File: src/rtl/cpu_pkg.sv
// Shared CPU decode types: immediate select codes,
// opcodes, decoded-entry bundle and skid buffer states.
package cpu_pkg;

  typedef enum logic [1:0] {
    NONE      = 2'b00,
    FOURBIT   = 2'b01,
    EIGHTBIT  = 2'b10,
    TWELVEBIT = 2'b11
  } sel_t;

  typedef enum logic [3:0] {
    OP_RTYPE = 4'h0,
    OP_BLT   = 4'h4,
    OP_BGT   = 4'h5,
    OP_BEQ   = 4'h6,
    OP_LW    = 4'h8,
    OP_SW    = 4'h9,
    OP_JMP   = 4'hC,
    OP_HALT  = 4'hF
  } opcode_t;

  typedef struct packed {
    sel_t        sel;
    logic [11:0] field;
    logic [3:0]  opcode;
    logic        illegal;
  } entry_t;

  typedef enum logic [1:0] {
    BUF_EMPTY = 2'd0,
    BUF_ONE   = 2'd1,
    BUF_FULL  = 2'd2
  } buf_state_t;

  function automatic entry_t decode_instr(
    input logic [15:0] instr
  );
    entry_t e;
    e         = '0;
    e.sel     = NONE;
    e.opcode  = instr[15:12];
    case (instr[15:12])
      OP_RTYPE, OP_HALT: begin
        e.sel = NONE;
      end
      OP_LW, OP_SW: begin
        e.sel   = FOURBIT;
        e.field = {8'h00, instr[3:0]};
      end
      OP_BLT, OP_BGT, OP_BEQ: begin
        e.sel   = EIGHTBIT;
        e.field = {4'h0, instr[7:0]};
      end
      OP_JMP: begin
        e.sel   = TWELVEBIT;
        e.field = instr[11:0];
      end
      default: begin
        e.illegal = 1'b1;
      end
    endcase
    return e;
  endfunction

endpackage

File: src/rtl/decode_skid_buf.sv
// Two-entry valid/ready skid buffer with a registered
// ready so downstream stalls never reach upstream comb.
module decode_skid_buf
  import cpu_pkg::*;
#(
  parameter type T = entry_t
) (
  input  logic clk,
  input  logic rst,
  input  logic i_flush,
  input  logic i_valid,
  input  T     i_data,
  input  logic i_block_nxt,
  output logic o_ready,
  output logic o_valid,
  output T     o_data,
  input  logic i_ready
);

  buf_state_t r_state;
  buf_state_t w_state_nxt;
  T           r_head;
  T           r_skid;
  logic       r_ready;
  logic       w_acc;
  logic       w_con;
  logic       w_head_ld;
  logic       w_head_skid;
  logic       w_skid_ld;

  assign w_acc   = i_valid & r_ready;
  assign o_valid = (r_state != BUF_EMPTY);
  assign w_con   = o_valid & i_ready;
  assign o_ready = r_ready;
  assign o_data  = r_head;

  // Occupancy transitions; flush overrides everything.
  always_comb begin
    w_state_nxt = r_state;
    w_head_ld   = 1'b0;
    w_head_skid = 1'b0;
    w_skid_ld   = 1'b0;
    unique case (r_state)
      BUF_EMPTY: begin
        if (w_acc) begin
          w_state_nxt = BUF_ONE;
          w_head_ld   = 1'b1;
        end
      end
      BUF_ONE: begin
        if (w_acc && w_con) begin
          w_head_ld = 1'b1;
        end else if (w_acc) begin
          w_state_nxt = BUF_FULL;
          w_skid_ld   = 1'b1;
        end else if (w_con) begin
          w_state_nxt = BUF_EMPTY;
        end
      end
      BUF_FULL: begin
        if (w_con) begin
          w_state_nxt = BUF_ONE;
          w_head_skid = 1'b1;
        end
      end
      default: begin
        w_state_nxt = BUF_EMPTY;
      end
    endcase
    if (i_flush) begin
      w_state_nxt = BUF_EMPTY;
      w_head_ld   = 1'b0;
      w_head_skid = 1'b0;
      w_skid_ld   = 1'b0;
    end
  end

  // State, storage and the registered ready.
  always_ff @(posedge clk) begin
    if (rst) begin
      r_state <= BUF_EMPTY;
      r_ready <= 1'b1;
      r_head  <= T'('0);
      r_skid  <= T'('0);
    end else begin
      r_state <= w_state_nxt;
      r_ready <= (w_state_nxt != BUF_FULL)
               & ~i_block_nxt;
      if (w_head_ld) begin
        r_head <= i_data;
      end else if (w_head_skid) begin
        r_head <= r_skid;
      end
      if (w_skid_ld) begin
        r_skid <= i_data;
      end
    end
  end

endmodule

File: src/rtl/imm_field_decoder.sv
// Registered immediate-field decode stage feeding the
// sign extender: decode, halt latch, accept counter.
module imm_field_decoder
  import cpu_pkg::*;
#(
  parameter int CNT_W = 16
) (
  input  logic             clk,
  input  logic             rst,
  input  logic             flush,
  input  logic             in_valid,
  input  logic [15:0]      in_instr,
  output logic             in_ready,
  output logic             out_valid,
  input  logic             out_ready,
  output logic [1:0]       out_sel,
  output logic [11:0]      out_field,
  output logic [3:0]       out_opcode,
  output logic             out_illegal,
  output logic             halted,
  output logic [CNT_W-1:0] instr_count
);

  logic             r_halted;
  logic [CNT_W-1:0] r_count;
  logic             w_accept;
  logic             w_halt_nxt;
  entry_t           w_dec;
  entry_t           w_head;

  assign w_accept   = in_valid & in_ready;
  assign w_dec      = decode_instr(in_instr);
  assign w_halt_nxt = r_halted
                    | (w_accept
                       & (in_instr[15:12] == OP_HALT));

  // Sticky halt latch and wrapping accept counter.
  always_ff @(posedge clk) begin
    if (rst) begin
      r_halted <= 1'b0;
      r_count  <= '0;
    end else begin
      r_halted <= w_halt_nxt;
      if (w_accept) begin
        r_count <= r_count + 1'b1;
      end
    end
  end

  decode_skid_buf #(
    .T(entry_t)
  ) u_buf (
    .clk         (clk),
    .rst         (rst),
    .i_flush     (flush),
    .i_valid     (in_valid),
    .i_data      (w_dec),
    .i_block_nxt (w_halt_nxt),
    .o_ready     (in_ready),
    .o_valid     (out_valid),
    .o_data      (w_head),
    .i_ready     (out_ready)
  );

  assign out_sel     = w_head.sel;
  assign out_field   = w_head.field;
  assign out_opcode  = w_head.opcode;
  assign out_illegal = w_head.illegal;
  assign halted      = r_halted;
  assign instr_count = r_count;

endmodule
File: config.mk
export PLATFORM = sky130hd
export DESIGN_NAME = imm_field_decoder
export DESIGN_NICKNAME = d
export VERILOG_FILES = /design/src/rtl/cpu_pkg.sv /design/src/rtl/decode_skid_buf.sv /design/src/rtl/imm_field_decoder.sv
export SDC_FILE = /design/constraint.sdc
export NUM_CORES = 1
export LEC_CHECK = 0
export ABC_AREA = 1
export CORE_ASPECT_RATIO = 1.25
export CORE_MARGIN = 10
export CORE_UTILIZATION = 45
export DETAILED_ROUTE_END_ITERATION = 12
export GPL_TIMING_DRIVEN = 1
export PLACE_DENSITY = 0.7
export SYNTH_ARGS = -nofsm -noshare
export SYNTH_HDL_FRONTEND = slang
export SYNTH_HIERARCHICAL = 1
export SYNTH_SLANG_ARGS = --single-unit
File: constraint.sdc
create_clock -name clk -period 4 [get_ports clk]
set_input_delay 0.8 -clock clk [delete_from_list [all_inputs] [get_ports clk]]
set_output_delay 0.8 -clock clk [all_outputs]
set_load 0.01 [all_outputs]
; Word level (Yosys, flattened, before mapping)
; Cells that the tools add are included.
[classes]
n_reduce_logical = 8
n_addsub = 1
eq_ne = 10
bitwise_logic = 6
mux = 22
[op_table]
columns = op, count
row1 = two-way mux 19 bit, 2
row2 = one-hot mux 12 bit (3 select lines), 1
row3 = "adder 16 x 1 -> 16 bit, second input constant", 1
row4 = "== test 4 bit, second input constant", 4
row5 = "== test 4 x 3 -> 1 bit, second input constant", 3
row6 = two-way mux 2 bit, 6
row7 = one-hot mux 2 bit (3 select lines), 2
row8 = two-way mux 1 bit, 10
row9 = OR reduction 8 bit, 1
row10 = bitwise AND 1 bit, 4
row11 = zero test 4 bit, 1
row12 = nonzero test 2 bit, 2
row13 = OR reduction 3 bit, 1
row14 = "== test 2 x 1 -> 1 bit, second input constant", 1
row15 = "== test 2 bit, second input constant", 1
row16 = zero test 2 bit, 1
row17 = "inequality test 2 bit, second input constant", 1
row18 = one-hot mux 1 bit (2 select lines), 1
row19 = OR reduction 2 bit, 1
row20 = logical AND 1 bit, 1
row21 = NOT 1 bit, 1
row22 = OR 1 bit, 1
[totals]
out_inout_bits = 38
in_bits = 21
regBits = 58

; Logic depth before layout (Yosys ltp)
; Gate-level depths: netlist (run 1).
[logic_depth]
word_depth = 9
mapped_depth = 10

; Hierarchy
; The synthesis (run 1) kept the hierarchy.
[modules_own_cells]
columns = module, cells_each, area_per_inst_um2, seq_area_each_um2, n_inst
row1 = decode_skid_buf, 280, 2097.0, 820.8, 1
row2 = imm_field_decoder, 177, 1062.3, 340.3, 1

; Worst setup path before layout (run 1)
; OpenSTA, ideal clock, no wires.
[synth_timing]
path_kind = input -> register
start = in in_instr[12]
end = reg u_buf.r_head, in the netlist u_buf/o_data[11]
n_path_buf = 1
setup_time_ps = 71
required_ps = 3929
arrival_time_ps = 1792
setup_slack_ps = 2137
path_stages = 9
cell_sequence = or3_1 buf_6 nand2_4 inv_2 nor2_1 inv_1 nand4_1 nand2_1 a21oi_2
[synth_lines]
columns = item, line
row1 = "start, declared", imm_field_decoder.sv:12  ; input logic [15:0] in_instr,
row2 = "end signal, assigned", decode_skid_buf.sv:83  ; r_head <= T'('0);
row3 = "end signal, assigned", decode_skid_buf.sv:90  ; r_head <= i_data;
row4 = "end signal, assigned", decode_skid_buf.sv:92  ; r_head <= r_skid;
row5 = "end, declared", decode_skid_buf.sv:22  ; T r_head;

==> results of run 1 <==
[kinds of logic after synthesis]
| group | Yosys count | share of synthesized area |
|---|---|---|
| flops | 58 | 0.3675 |
| buf+inv | 104 | 0.1576 |
| simple gates | 218 | 0.3370 |
| fa+ha+maj | 1 | 0.003960 |
| compound gates | 76 | 0.1339 |
[cells in the mapped netlist]
master,n
nand2_1,79
inv_1,77
dfxtp_1,58
nor2_1,44
nand3_1,39
a21oi_1,38
o21ai_0,25
nand4_1,22
nand3_2,12
a21oi_2,10
nor2_2,8
buf_6,7
buf_2,6
nor3_1,6
clkbuf_1,5
buf_4,4
buf_12,2
inv_2,2
nor3_2,2
a211oi_1,1
buf_1,1
ha_1,1
nand2_2,1
nand2_4,1
nand3b_1,1
nor2_4,1
nor3b_1,1
o21ai_1,1
o21bai_1,1
or3_1,1
[final timing paths]
check / from / endpoint / slack [ps] / depth (start not counted)
setup reg to reg: u_buf/o_ready / u_buf/r_skid[13] / 2240 / 6
setup / recovery: in_instr[14] / u_buf/o_data[9] / 1670 / 10
hold / removal: u_buf/r_skid[8] / u_buf/r_skid[8] / 450 / 2
hold reg to reg: u_buf/r_skid[8] / u_buf/r_skid[8] / 450 / 2
[layer usage]
| metal | part of all wire | vias to the layer above |
|---|---|---|
| met3 | 0.078 | 14 |
| li1 | - | 1572 |
| met4 | 0.020 | 0 |
| met2 | 0.50 | 81 |
| met1 | 0.41 | 1407 |
| met5 | 0 | - |
[area by class of cell]
cell class / instances / share of cell area
well taps: 90 / 0.02880
multi-input cells: 295 / 0.3837
inverters: 79 / 0.07584
clock inverters: 3 / 0.01024
clock buffers: 11 / 0.03872
repair buffers: 67 / 0.1658
flip-flops and latches: 58 / 0.2970
[power by group through the flow]
| stage | logic, mW | registers, mW | clock network (mW) |
|---|---|---|---|
| global route | 0.200 | 0.611 | 0.581 |
| CTS | 0.181 | 0.609 | 0.549 |
| floorplan | 0.101 | 0.628 | 0 |
| finish | 0.179 | 0.609 | 0.539 |
| detailed placement | 0.181 | 0.622 | 0 |
| global placement | 0.179 | 0.622 | 0 |
[registers in the layout, summed over array words and instances, names as in the netlist]
name / flops
u_buf/o_ready: 1
u_buf/r_skid: 19
u_buf/r_state: 2
instr_count: 16
halted: 1
u_buf/o_data: 19
[critical path: stages]
cell and delay (ps):
clkdlybuf4s50_1 590, nand2_1 90, or3_1 460, nand2_4 150
inv_2 60, nor2_1 130, inv_1 60, nand4_1 90
nand2_1 60, a21oi_1 110
[through the flow]
step	hold WS [ps]	total power [mW]
2_1_floorplan	423.9	0.7296
3_3_place_gp	432.4	0.8005
3_5_place_dp	437.0	0.8030
4_1_cts	449.2	1.340
5_1_grt	462.7	1.392
6_report	446.7	1.328
==> flow_summary_export.csv, run 1 <==
group,metric,value,unit
place,dp.cells,589,
floorplan,core_area,6892,µm²
timing,maxSlewViolCount,0,
critical_path,startpoint_type,"input port",
pwr,swShare,0.2544,
global_routing,grt_pass1_vias,2957,
finish,layout.nets,532,
pwr,p_clk_frac,0.406,
cts,holdBufCountCts,0,
floorplan,ios,59,
synthesis,synthesis.nets,479,
cts,clock_latency,330,ps
cts,cts_tree,"built",
floorplan,rows,34,
pwr,p_comb_frac,0.135,
finish,final_cell_area,3910,µm²
floorplan,dieArea,10790,µm²
global_routing,gr-usage-met2,0.2610,
pwr,seqPwrFrac,0.459,
synthesis,ys_types,30,
cts,cts.sinks,58,
finish,fin_cells,603,
place,place_ws,1328,ps
routing,drt-initial-drc-count,201,
critical_path,critPathKind,"input port to register",
global_routing,grt_max_degree,23,
timing,layout_min_cycle_time,2332,ps
synthesis,ys.warnings.count,6,
synthesis,synth_top_area_cell,"dfxtp_1",
global_routing,grt_busiest_layer,"met2",
run,drv_cap,0,
status,outcome,"finished clean",
synthesis,yosysTopAreaCellShare,0.3675,
pwr,p_leak,1.528,nW
routing,drc,0,
global_routing,gr-total-overflow,0,
critical_path,worstPathArrival,2600,ps
cts,clkTransAtPathRegs,60,ps
finish,fill_cells,709,
finish,post-route-util,0.5674,
critical_path,cp-end-kind,"register",
timing,clock_skew,4.878,ps
cts,cts_made_buffers,9,
finish,diodes,0,
routing,wl_per_cell,13.43,µm
global_routing,grt.total_usage,0.1551,
synthesis,yosysSeqAreaShare,0.3675,
critical_path,critPathRequiredTime,4270,ps
timing,fmax,0.4287,GHz
place,dp_hpwl,5935,µm
routing,first_pass_iters,4,
hold_path,hold_path.class,"register to register",
finish,final_cell_mix,"nand2_1 (79), inv_1 (77), dfxtp_1 (58), clkdlybuf4s50_1 (58), nor2_1 (44)",
cts,post-cts-setup-buffer-count,0,
timing,worst_slack,1668,ps
synthesis,netlist_area,3159,µm²
finish,regArea,1161,µm²
routing,ant_nets,0,
cts,cts-root-buf,"clkbuf_8",
timing,worst_slew_pin_slew,656.1,ps
pwr,p_per_area,339.6,nW/µm²
finish,multi_input_area,1500,µm²
timing,slew_headroom,0.5621,
pwr,internal-power,0.9901,mW
synthesis,yosys-top-cells-area,"dfxtp_1 (37%), nand2_1 (9.4%), inv_1 (9.1%)",
cts,clock_path_buffers,2,
global_routing,grt_pass1_wl,13630,µm
timing,fin_setup_tns,0,ps
cts,postCtsResizedCells,0,
pwr,irDropWorstVdd,0.2140,mV
timing,hold_viol_final,0,
global_routing,met1_usage,0.1719,
floorplan,die_h,113.7,µm
synthesis,avgSynthCellArea,6.913,µm²
place,portBuffers,58,
pwr,p_sw,0.3378,mW
floorplan,dieWidth,94.95,µm
routing,routed_wl,8098,µm
global_routing,met3_usage,0.05851,
timing,period_share,0.5831,
finish,area_delta_synth_final,23.76,%
routing,num_vias,3074,
floorplan,start_util,0.4584,
synthesis,synth-seq-cells,58,
cts,htree_levels,3,
synthesis,postSynthCellCount,457,
finish,drive_gt1_frac,0.1170,
critical_path,cp_max_fo,6,
finish,final_common_cell,"nand2_1",
place,gp_congestion,0.8780,
timing,finalSetupViolations,0,
timing,rsz0062_at_grt,"no",
global_routing,antenna_found_initial,0,
routing,vias_per_cell,5.098,
place,place_area,3719,µm²
No activity file was read; power rests on OpenSTA's default activity.
==> run 2, diff against run 1 <==
- PLACE_DENSITY: 0.7 -> 0.73
- clock period: 4 -> 1.94 ns (I/O delays scaled with it)
==> run 2 against run 1 <==
Net effect:
- final area rose by 5.7%
- clock-buffer cell count rose by 1
- non-clock buffer count rose by 15
- register-to-register slack got worse by 1900 ps
- global-route usage rose by 0.51 points
- worst setup slack got worse by 1500 ps
- total power rose by 120%
- sequential cell count did not move
- wire length rose by 4.4%
- hold slack got worse by 2.9 ps
- critical endpoint is now out_valid
==> flow_summary_export.csv, run 2 (synthesis results as in run 1) <==
group,metric,value,unit
routing,routed_wl,8452,µm
cts,cts.sinks,58,
cts,cts_tree,"built",
cts,postCtsResizedCells,0,
routing,wl_per_cell,13.63,µm
floorplan,ios,59,
timing,worst_slew_pin_slew,442.2,ps
finish,final_cell_mix,"nand2_1 (79), inv_1 (77), dfxtp_1 (58), clkdlybuf4s50_1 (58), nor2_1 (44)",
finish,fill_cells,673,
timing,finalSetupViolations,0,
cts,htree_levels,3,
pwr,p_per_area,723.0,nW/µm²
global_routing,gr-total-overflow,0,
run,drv_cap,0,
global_routing,grt_pass1_vias,3065,
timing,fmax,0.5584,GHz
place,place_area,3894,µm²
routing,ant_nets,0,
routing,vias_per_cell,5.039,
finish,post-route-util,0.5995,
place,gp_congestion,0.8904,
global_routing,grt_pass1_wl,14010,µm
timing,holdWs,443.8,ps
critical_path,cp-end-kind,"primary output",
routing,num_vias,3124,
hold_path,hold_path.class,"register to register",
cts,clkTransAtPathRegs,60,ps
pwr,p_leak,1.645,nW
floorplan,core_area,6892,µm²
finish,final_cell_area,4131,µm²
timing,hold_viol_final,0,
finish,drive_gt1_frac,0.1453,
cts,cts_made_buffers,9,
finish,final_common_cell,"nand2_1",
finish,area_delta_synth_final,30.77,%
floorplan,dieArea,10790,µm²
critical_path,startpoint_type,"register",
floorplan,die_h,113.7,µm
timing,rsz0062_at_grt,"no",
finish,diodes,0,
place,dp_hpwl,6054,µm
routing,drc,0,
global_routing,grt_max_degree,39,
critical_path,critPathRequiredTime,1550,ps
cts,clock_path_buffers,2,
critical_path,worstPathArrival,1400,ps
routing,first_pass_iters,4,
timing,clock_skew,8.805,ps
timing,fin_setup_tns,0,ps
cts,cts-root-buf,"clkbuf_8",
floorplan,rows,34,
timing,maxSlewViolCount,0,
timing,period_share,0.9231,
global_routing,antenna_found_initial,0,
floorplan,dieWidth,94.95,µm
timing,layout_min_cycle_time,1791,ps
pwr,irDropWorstVdd,0.4504,mV
status,outcome,"finished clean",
finish,layout.nets,547,
timing,slew_headroom,0.7049,
critical_path,cp_max_fo,5,
cts,holdBufCountCts,0,
global_routing,grt.total_usage,0.1602,
place,portBuffers,58,
critical_path,critPathKind,"register to primary output",
cts,post-cts-setup-buffer-count,0,
floorplan,start_util,0.4584,
routing,drt-initial-drc-count,205,
cts,clock_latency,340,ps
## run 2: cell count changes in the layout (fill, tap and decap cells not counted), sizes merged
cell      previous run  this run
clkbuf              11        12
bufinv               1         2
clkinv               2         1
clkinvlp             0         1
buf                  9        24
## run 2: final timing paths
path | startpoint | endpoint | slack (ps) | depth (start not counted)
setup / recovery | u_buf/r_state[0] | out_valid | 150 | 3
hold / removal | u_buf/r_skid[1] | u_buf/r_skid[1] | 440 | 2
setup reg to reg | u_buf/r_state[1] | u_buf/o_data[11] | 340 | 5
hold reg to reg | u_buf/r_skid[1] | u_buf/r_skid[1] | 440 | 2
## run 2: power by group
group	leakage [nW]	total (mW)	switching, mW	internal [mW]
Clock	0.119	1.32	0.499	0.826
Combinational	1.05	0.406	0.213	0.194
Sequential	0.471	1.26	0.0256	1.23
## run 2: area by class of cell
| cell class | instances | area [µm²] | share of cell area |
|---|---|---|---|
| Sequential cell | 58 | 1161 | 0.2810 |
| Multi-Input combinational cell | 295 | 1500 | 0.3631 |
| Clock buffer | 12 | 165.2 | 0.03998 |
| Tap cell | 90 | 112.6 | 0.02726 |
| Clock inverter | 4 | 72.57 | 0.01757 |
| Inverter | 79 | 296.5 | 0.07177 |
| Timing Repair Buffer | 82 | 823.3 | 0.1993 |
## run 2: critical path, cell delays in order, from the launching register on
cell and delay, ps:
dfxtp_1 400, nor2_1 60, inv_1 70, clkdlybuf4s50_1 540
## run 2: stage by stage
| step | setup slack [ps] | instances | total power [mW] |
|---|---|---|---|
| 3_5_place_dp | -108.1 | 604 | 1.691 |
| 3_3_place_gp | -30.20 | 604 | 1.682 |
| 5_1_grt | 59.98 | 620 | 3.103 |
| 4_1_cts | 121.7 | 620 | 3.013 |
| 6_report | 149.2 | 620 | 2.987 |
| 2_1_floorplan | 489.3 | 457 | 1.504 |
## run 2: layer usage
layer  vias up  GRT usage  share of wire
li1       1608          -              -
met1      1425     0.1618           0.40
met2        78     0.2839           0.51
met3        13    0.06180          0.075
met4         0    0.06900          0.018
met5         -          0              0
==> run 3, diff against run 2 <==
- PLACE_DENSITY: 0.73 -> 0.72
- SLEW_MARGIN: not set -> 15
==> run 3 against run 2 <==
Net effect:
- sequential cell count stayed put
- global-route usage is 0.18 points higher
- first-iteration DRC count is 9.8% lower
- total power is 12% lower
- final cell count is 0.48% lower
- hold slack better by 1.1 ps
- clock skew hardly changed
- register-to-register slack better by 140 ps
- sequential share of layout area is 0.66 points higher
- clock power is 26% lower
- maximum frequency is 0.79% lower
- clock-buffer cell count stayed put
- largest power group is now registers
- highest routed layer unchanged
==> flow_summary_export.csv, run 3 (synthesis results as in run 1) <==
group,metric,value,unit
status,outcome,"finished clean",
critical_path,crit_buf_inv,2,
pwr,p_per_area,654.4,nW/µm²
floorplan,start_util,0.4584,
finish,final_cell_area,4036,µm²
global_routing,gr-total-overflow,0,
floorplan,rows,34,
routing,vias_per_cell,5.154,
critical_path,critPathSlowestCell,"clkdlybuf4s50_1",
pwr,p_leak,1.605,nW
routing,routed_wl,8386,µm
timing,fin_setup_tns,0,ps
critical_path,crit_cells,3,
global_routing,grt.total_usage,0.1620,
cts,htree_levels,3,
run,drv_cap,0,
critical_path,cp-startpoint,"u_buf/r_state[0]",
critical_path,cp-end-kind,"primary output",
cts,clock_latency,340,ps
place,place_area,3866,µm²
routing,drt-initial-drc-count,185,
cts,post-cts-setup-buffer-count,0,
timing,hold_viol_final,0,
global_routing,grt_max_degree,39,
critical_path,critPathKind,"register to primary output",
finish,post-route-util,0.5857,
finish,layout.nets,545,
routing,wl_per_cell,13.59,µm
cts,cts-root-buf,"clkbuf_8",
cts,cts.sinks,58,
timing,fmax,0.5540,GHz
critical_path,worst-r2r-cell-count,6,
critical_path,timing.rr.end,"u_buf/o_data[14]",
timing,layout_min_cycle_time,1805,ps
timing,finalSetupViolations,0,
critical_path,r2r_start,"u_buf/r_state[1]",
place,place_ws,-70.21,ps
timing,worst_slack,135.0,ps
place,portBuffers,58,
critical_path,r2r_slack,480,ps
cts,clkTransAtPathRegs,60,ps
critical_path,worstSetupEndpoint,"out_valid",
floorplan,ios,59,
routing,num_vias,3180,
timing,maxSlewViolCount,0,
critical_path,startpoint_type,"register",
timing,worst_slew_pin_slew,408.5,ps
finish,drive_gt1_frac,0.1385,
pwr,irDropWorstVdd,0.3899,mV
global_routing,grt_pass1_vias,3008,
timing,holdWs,444.9,ps
cts,postCtsResizedCells,0,
floorplan,dieWidth,94.95,µm
routing,ant_nets,0,
cts,cts_made_buffers,9,
floorplan,core_area,6892,µm²
finish,diodes,0,
timing,clock_skew,8.754,ps
hold_path,hold_path.class,"register to register",
place,gp_congestion,0.8838,
critical_path,critPathRequiredTime,1550,ps
global_routing,antenna_found_initial,0,
timing,slew_headroom,0.7267,
finish,final_common_cell,"nand2_1",
cts,cts_tree,"built",
critical_path,cp_max_fo,5,
floorplan,dieArea,10790,µm²
critical_path,critical_path.max_stage_delay,540,ps
floorplan,die_h,113.7,µm
finish,fill_cells,647,
cts,clock_path_buffers,2,
cts,holdBufCountCts,0,
global_routing,grt_pass1_wl,14090,µm
routing,drc,0,
place,dp_hpwl,6149,µm
critical_path,path_delay_family,"buffers and inverters",
finish,area_delta_synth_final,27.76,%
timing,period_share,0.9304,
critical_path,crit_chain,"nor2_1 -> inv_1 -> clkdlybuf4s50_1",
finish,final_cell_mix,"nand2_1 (79), inv_1 (77), dfxtp_1 (58), clkdlybuf4s50_1 (58), nor2_1 (44)",
critical_path,worstPathArrival,1420,ps
timing,rsz0062_at_grt,"no",
routing,first_pass_iters,5,
==> run 3: worst min-delay path by stage <==
stage                     start          endpoint  slack [ps]  cells after the start
3_5_place_dp    u_buf/r_skid[8]   u_buf/r_skid[8]         440                      2
4_1_cts         u_buf/r_skid[8]   u_buf/r_skid[8]         450                      2
6_report        u_buf/r_skid[5]   u_buf/r_skid[5]         440                      2
3_3_place_gp    u_buf/r_skid[5]   u_buf/r_skid[5]         430                      2
2_1_floorplan  u_buf/r_skid[10]  u_buf/r_skid[10]         420                      2
5_1_grt         u_buf/r_skid[5]   u_buf/r_skid[5]         470                      2
==> run 3: power by group <==
| group | total, mW | leakage, nW | internal, mW | switching, mW |
|---|---|---|---|---|
| clock network | 0.981 | 0.0920 | 0.519 | 0.462 |
| registers | 1.26 | 0.471 | 1.23 | 0.0265 |
| logic | 0.403 | 1.04 | 0.192 | 0.211 |
==> run 3: cell type report <==
class / count / area, µm² / share of cell area
clock buffer: 12 / 155.1 / 0.03844
clock inverter: 3 / 15.01 / 0.003720
inverter: 79 / 296.5 / 0.07347
multi-input combinational: 295 / 1500 / 0.3717
sequential: 58 / 1161 / 0.2877
tap: 90 / 112.6 / 0.02790
timing repair buffer: 80 / 795.8 / 0.1971
==> run 3: routing by layer <==
metal / vias up / track usage / part of all wire
met5: - / 0 / 0
met1: 1439 / 0.1759 / 0.39
met2: 120 / 0.2688 / 0.49
met3: 22 / 0.05457 / 0.092
li1: 1599 / - / -
met4: 0 / 0.09000 / 0.030
==> run 3: metrics by stage <==
step           std cells  power, mW
2_1_floorplan        457      1.504
3_3_place_gp         602      1.682
3_5_place_dp         602      1.688
4_1_cts              617      2.664
5_1_grt              617      2.762
6_report             617      2.641
==> run 3: worst register-to-register path, delay by kind of cell, from the launching register on <==
kind / cells / cell delay (ps)
flops: 1 / 390
compound gates: 1 / 70
buf+inv: 2 / 300
simple gates: 3 / 600
